==> src/rtl/result_serializer.sv <==
// Byte serializer for arithmetic-unit results: captures a word on done_i and
// streams it MSB-first over valid/ready. Optional checksum byte: RESULT_SER_CHECKSUM_EN.
module result_serializer #(
   parameter int WIDTH_P = 32
) (
   input  logic               clk_i,
   input  logic               rst_i,
   input  logic               done_i,
   input  logic [WIDTH_P-1:0] result_i,
   output logic               valid_o,
   output logic [7:0]         data_o,
   input  logic               ready_i,
   output logic               busy_o,
   output logic               overflow_o
);

   localparam int NBYTES_LP = WIDTH_P / 8;
   localparam int CNT_W     = $clog2(NBYTES_LP) + 1;

   localparam logic [1:0] StIdle = 2'd0;
   localparam logic [1:0] StSend = 2'd1;
`ifdef RESULT_SER_CHECKSUM_EN
   localparam logic [1:0] StCsum = 2'd2;
`endif

   logic [1:0]         state_q;
   logic [WIDTH_P-1:0] shreg_q;
   logic [CNT_W-1:0]   cnt_q;
   logic               ovf_q;
   logic               hs;
   logic               last_data;
   logic               fin;
   logic               accept;

   assign hs        = valid_o & ready_i;
   assign last_data = (state_q == StSend) &&
                      (cnt_q == CNT_W'(NBYTES_LP - 1));

`ifdef RESULT_SER_CHECKSUM_EN
   logic [7:0] csum_q;

   function automatic logic [7:0] xor_bytes(input logic [WIDTH_P-1:0] w);
      logic [7:0] x;
      x = 8'h00;
      for (int i = 0; i < NBYTES_LP; i++) x ^= w[i*8 +: 8];
      return x;
   endfunction

   assign fin = hs && (state_q == StCsum);
`else
   assign fin = hs && last_data;
`endif

   // A new result is taken when idle or on the frame's closing handshake.
   assign accept = done_i && ((state_q == StIdle) || fin);

   always_ff @(posedge clk_i or posedge rst_i) begin
      if (rst_i) begin
         state_q <= StIdle;
         shreg_q <= '0;
         cnt_q   <= '0;
         ovf_q   <= 1'b0;
`ifdef RESULT_SER_CHECKSUM_EN
         csum_q  <= 8'h00;
`endif
      end else begin
         if (done_i && !accept) ovf_q <= 1'b1;
         if (accept) begin
            state_q <= StSend;
            shreg_q <= result_i;
            cnt_q   <= '0;
`ifdef RESULT_SER_CHECKSUM_EN
            csum_q  <= xor_bytes(result_i);
`endif
         end else if (hs) begin
            case (state_q)
               StSend: begin
                  shreg_q <= shreg_q << 8;
                  cnt_q   <= cnt_q + 1'b1;
                  if (last_data) begin
`ifdef RESULT_SER_CHECKSUM_EN
                     state_q <= StCsum;
`else
                     state_q <= StIdle;
`endif
                  end
               end
               default: state_q <= StIdle;
            endcase
         end
      end
   end

   assign valid_o    = (state_q != StIdle);
   assign busy_o     = (state_q != StIdle);
   assign overflow_o = ovf_q;

   always_comb begin
      data_o = 8'h00;
      case (state_q)
         StSend: data_o = shreg_q[WIDTH_P-1 -: 8];
`ifdef RESULT_SER_CHECKSUM_EN
         StCsum: data_o = csum_q;
`endif
         default: data_o = 8'h00;
      endcase
   end

endmodule
==> config.mk <==
export PLATFORM = sky130hd
export DESIGN_NAME = result_serializer
export DESIGN_NICKNAME = d
export VERILOG_FILES = /design/src/rtl/result_serializer.sv
export SDC_FILE = /design/constraint.sdc
export NUM_CORES = 1
export LEC_CHECK = 0
export BUFFER_PORTS_ARGS = -buffer_cell sky130_fd_sc_hd__clkbuf_2
export CORE_MARGIN = 4
export CORE_UTILIZATION = 55
export CTS_CLUSTER_SIZE = 8
export DETAILED_ROUTE_END_ITERATION = 16
export PLACE_DENSITY = 0.87
export SYNTH_ARGS = -nofsm -noshare
export SYNTH_HDL_FRONTEND = slang
export SYNTH_SLANG_ARGS = --single-unit
==> constraint.sdc <==
create_clock -name clk_i -period 3 [get_ports clk_i]
set_input_delay 0.15 -clock clk_i [delete_from_list [all_inputs] [get_ports clk_i]]
set_output_delay 0.15 -clock clk_i [all_outputs]
set_load 0.005 [all_outputs]
* Yosys cells after proc, flatten, opt, wreduce, memory -nomap -nowiden
Cells that the tools add are included.
Word-level totals: bits in registers 38, input bits 36, output and inout bits 11, word-level logic and storage cells 32
Operators by class: add/sub/neg operators 1, equal/unequal tests 3, mux-type cells 11, bitwise gates (word level) 1, reduce and logical (&&, ||, !) cells 12
Operator list (number):
- $mux W32 | 3
- $mux W3 | 3
- $mux W2 | 4
- $mux W8 | 1
- $reduce_bool A2 Y1 | 3
- $logic_and A1 B1 Y1 | 4
- $reduce_and A2 Y1 | 2
- $add A3 B1 Y3 const B | 1
- $eq A3 B2 Y1 const B | 1
- $ne A3 B3 Y1 const B | 1
- $eq A2 B1 Y1 const B | 1
- $logic_not A2 Y1 | 1
- $and A1 B1 Y1 | 1
- $logic_not A1 Y1 | 1
- $logic_or A1 B1 Y1 | 1

* Logic depth before layout (Yosys ltp)
depth after elaboration 7, depth in mapped cells 6, gate-level depth less buffers 5

* Worst setup path before layout
No wires, ideal clock.
kind register to register, start register cnt_q[0], end register shreg_q[15], library setup time 0.133 ns, arrival time 1.359 ns, required time 2.867 ns, setup slack 1.508 ns, cell stages (with the launch flop) 7, buffers on the path 1, clock period less this slack 1.492 ns, cell sequence dfrtp_1 ha_1 ha_1 and2_1 buf_2 o32ai_1 a211oi_2
Between the ends: word-level cells in the longest chain between the ends 7, elaborated cells on any way between the ends 9, classes of those cells 1 x eq/ne; 1 x mux; 7 x reduce/logical
Ends and longest elaborated chain:
- start: declaration | line 28 | logic [CNT_W-1:0] cnt_q;
- start signal: assignment | line 79 | cnt_q <= cnt_q + 1'b1;
- $eq A3 B2 Y1 (*) | line 37 | (cnt_q == CNT_W'(NBYTES_LP - 1));
- $logic_and A1 B1 Y1 (*) | line 36 | assign last_data = (state_q == StSend) &&
- $logic_and A1 B1 Y1 (*) | line 51 | assign fin = hs && last_data;
- $logic_or A1 B1 Y1 (*) | line 55 | assign accept = done_i && ((state_q == StIdle) || fin);
- $logic_and A1 B1 Y1 (*) | line 55
- $reduce_bool A2 Y1 (no line)
- $reduce_and A2 Y1 (no line)
- end signal: assignment | line 70 | shreg_q <= result_i;
- end signal: assignment | line 78 | shreg_q <= shreg_q << 8;
- end: declaration | line 27 | logic [WIDTH_P-1:0] shreg_q;
Mark *: on every way between the ends. The rest lies on a longest branch, timed or not. A chain may end at the register's enable or synchronous reset.

* Worst setup path after layout
start register cnt_q[0], end register shreg_q[25]
Same word-level chain as after synthesis.

==> flow_summary.json <==
{
  "dp_slack_ns": 1.18,
  "port-buffer-count": 46,
  "synthArstFlopShare": 1.00,
  "numCtsBuffers": 5,
  "critPathLaunchType": "flop",
  "slew_headroom": 0.544,
  "syn_nets": 244,
  "max_cap_violations": 0,
  "yosysSeqAreaShare": 0.423,
  "ir_worst_vdd_v": 0.000477,
  "coreArea_um2": 3740,
  "diodes": 0,
  "synth_edf_count": 0,
  "path_clk_slew_ns": 0.08,
  "fillers": 302,
  "routed_wl_um": 4890,
  "antenna_found_initial": 0,
  "nNetsFinal": 285,
  "synth_area_um2": 2190,
  "drt_first_pass_iters": 4,
  "syn-instance-count": 206,
  "drc": 0,
  "grt_start_max_net_pins": 38,
  "cts_tree": "built",
  "tightest_slew_ns": 0.681,
  "synth_xor_area_frac": 0,
  "drtAntennaViolNets": 0,
  "yosys.area_share.simple": 0.125,
  "finalCritPeriodShare": 0.615,
  "drive_gt1_frac": 0.310,
  "clkSinkCount": 37,
  "critical_path_required_ns": 3.16,
  "crit_path_end_kind": "flop",
  "rsz0062_at_grt": "no",
  "synthMuxAreaShare": 0.172,
  "run_status": "finished, final reports clean",
  "h-tree-depth": 2,
  "cts_max_path_buffers": 2,
  "grt_overflow": 0,
  "ios": 47,
  "finalHoldViolCount": 0,
  "slew_violations": 0,
  "crit_fanout": 25,
  "wl_per_cell_um": 16.5,
  "die_w_um": 71.1,
  "cts_setup_buffers": 0,
  "start_util": 0.585,
  "worstPathArrival_ns": 2.00,
  "power.total_mw": 2.03,
  "viasPerCell": 5.82,
  "synth_ff_type": "dfrtp_1",
  "max_freq_mhz": 542,
  "fin_crit_ns": 1.84,
  "area_growth_pct": 15.7,
  "synth_area_per_cell_um2": 10.6,
  "grt_first_pass_wirelength_um": 8250,
  "clk_latency_ns": 0.29,
  "synth_top_family_by_area": "compound AO/OA/AOI/OAI gates",
  "cts_root_buf": "clkbuf_8",
  "cts_resized": 0,
  "setup_tns_ns": 0,
  "crit_type": "reg -> reg",
  "ys_ff_latch": 37,
  "synthDistinctLibCells": 34,
  "powerDensity_nw_per_um2": 801,
  "die_area_um2": 5050,
  "die_height_um": 71.1,
  "globalplace.congestion": 0.753,
  "rows": 22,
  "dp_hpwl_um": 3310,
  "p_leak_nw": 1.24,
  "worst_slack_ns": 1.16,
  "finClkSkew_ns": 0.00681,
  "drt_iter0_drc": 153,
  "synth_compound_area_frac": 0.208,
  "hold_class": "in -> reg",
  "vias": 1724,
  "grt_pass1_vias": 1756,
  "grtUsageTotal": 0.206,
  "synthAdderAreaFrac": 0.0114,
  "yosys_warnings": 0,
  "setup_viol": 0
}
==> per-stage QoR <==
step | util | std cells | cell area (µm²) | hold WS [ns]
finish | 0.676 | 296 | 2530 | 0.0659
global route | 0.676 | 296 | 2530 | 0.0666
CTS | 0.676 | 296 | 2530 | 0.0606
detailed placement | 0.638 | 287 | 2390 | 0.267
global placement | 0.638 | 287 | 2390 | 0.264
floorplan | - | 206 | 2190 | 0.283
==> layout make-up <==
type | instances | area [µm²] | area share
multi-input cells | 149 | 1130 | 0.446
flip-flops and latches | 37 | 926 | 0.366
repair buffers | 51 | 270 | 0.107
clock buffers | 5 | 68.8 | 0.0272
clock inverters | 3 | 65.1 | 0.0257
well taps | 48 | 60.1 | 0.0237
inverters | 3 | 11.3 | 0.00445
==> per-layer routing <==
metal  vias up  routed length (µm)  track usage
li1        841                   -            -
met1       820                2160        0.275
met2        54                2350        0.332
met3         9                 298       0.0440
met4         0                  74       0.0710
met5         -                   0            0
==> cells by family after synthesis <==
logic type | Yosys count
buf+inv | 20
fa+ha+maj | 2
simple gates | 51
compound gates | 62
flops | 37
mux | 34
==> cell usage after synthesis (2+ instances only) <==
cell       n  area, µm²
nand2b_1  17        106
a21oi_1   16       80.1
ha_1       2       25.0
o21ai_0    3       15.0
o22ai_1   17        106
buf_6      4       45.0
mux2_2     7       78.8
clkbuf_1   2       7.51
buf_2      3       15.0
nor2_1    16       60.1
inv_1      3       11.3
buf_4      5       37.5
mux2_1     8       90.1
dfrtp_1   37        926
and2_1     9       56.3
a211oi_2   8        100
a22o_1     7       61.3
mux2i_1   17        170
o32ai_1    8       70.1
nand2_1    3       11.3
==> repair_timing <==
action | 4_1_cts | 5_1_grt
hold buffers | 1 | 0
setup endpoints to repair | 0 | 0
endpoints found under the hold margin | 37 | 0
==> registers in the layout, indices dropped and copies added (netlist names) <==
name / flops
overflow_o: 1
shreg_q: 32
state_q: 1
cnt_q: 3
==> cells in the final DEF, fill, tap and decap left out, drive strengths merged <==
master and n:
o32ai 8, o22ai 17, nand2b 17, a211oi 8
dfrtp 37, clkbuf 51, a22o 7, nand3 1
nor2b 1, ha 2, nand2 4, and3b 1
clkinv 1, or2b 1, o21ai 3, a21o 1
a21oi 16, bufinv 2, and2 9, or2 1
dlygate4sd3 1, mux2 16, buf 4, a31oi 1
nor2 16, inv 3, mux2i 18, a21boi 1
==> critical path, cell delays in order (launching register included) <==
cell and delay (ns):
dfrtp_1 0.40, ha_1 0.20, ha_1 0.21, nand2_2 0.52, mux2i_1 0.27, a21oi_1 0.11
==> path summary, 6_finish.rpt <==
| path | from | end | slack [ns] | cells after the start |
|---|---|---|---|---|
| min in group asynchronous | rst_i | shreg_q[31] | 0.50 | 4 |
| worst max register to register | cnt_q[0] | shreg_q[25] | 1.16 | 5 |
| max in group asynchronous | rst_i | shreg_q[16] | 2.17 | 4 |
| worst min-delay path | result_i[0] | shreg_q[0] | 0.07 | 2 |
| worst min register to register | overflow_o | overflow_o | 0.46 | 1 |
| worst max-delay path | cnt_q[0] | shreg_q[25] | 1.16 | 5 |
==> power by group <==
| group | leakage [nW] | internal [mW] | total [mW] | switching, mW |
|---|---|---|---|---|
| combinational | 0.734 | 0.372 | 0.737 | 0.366 |
| sequential | 0.442 | 0.672 | 0.771 | 0.0992 |
| clock | 0.0681 | 0.330 | 0.519 | 0.189 |
(Power assumes the default switching activity.)
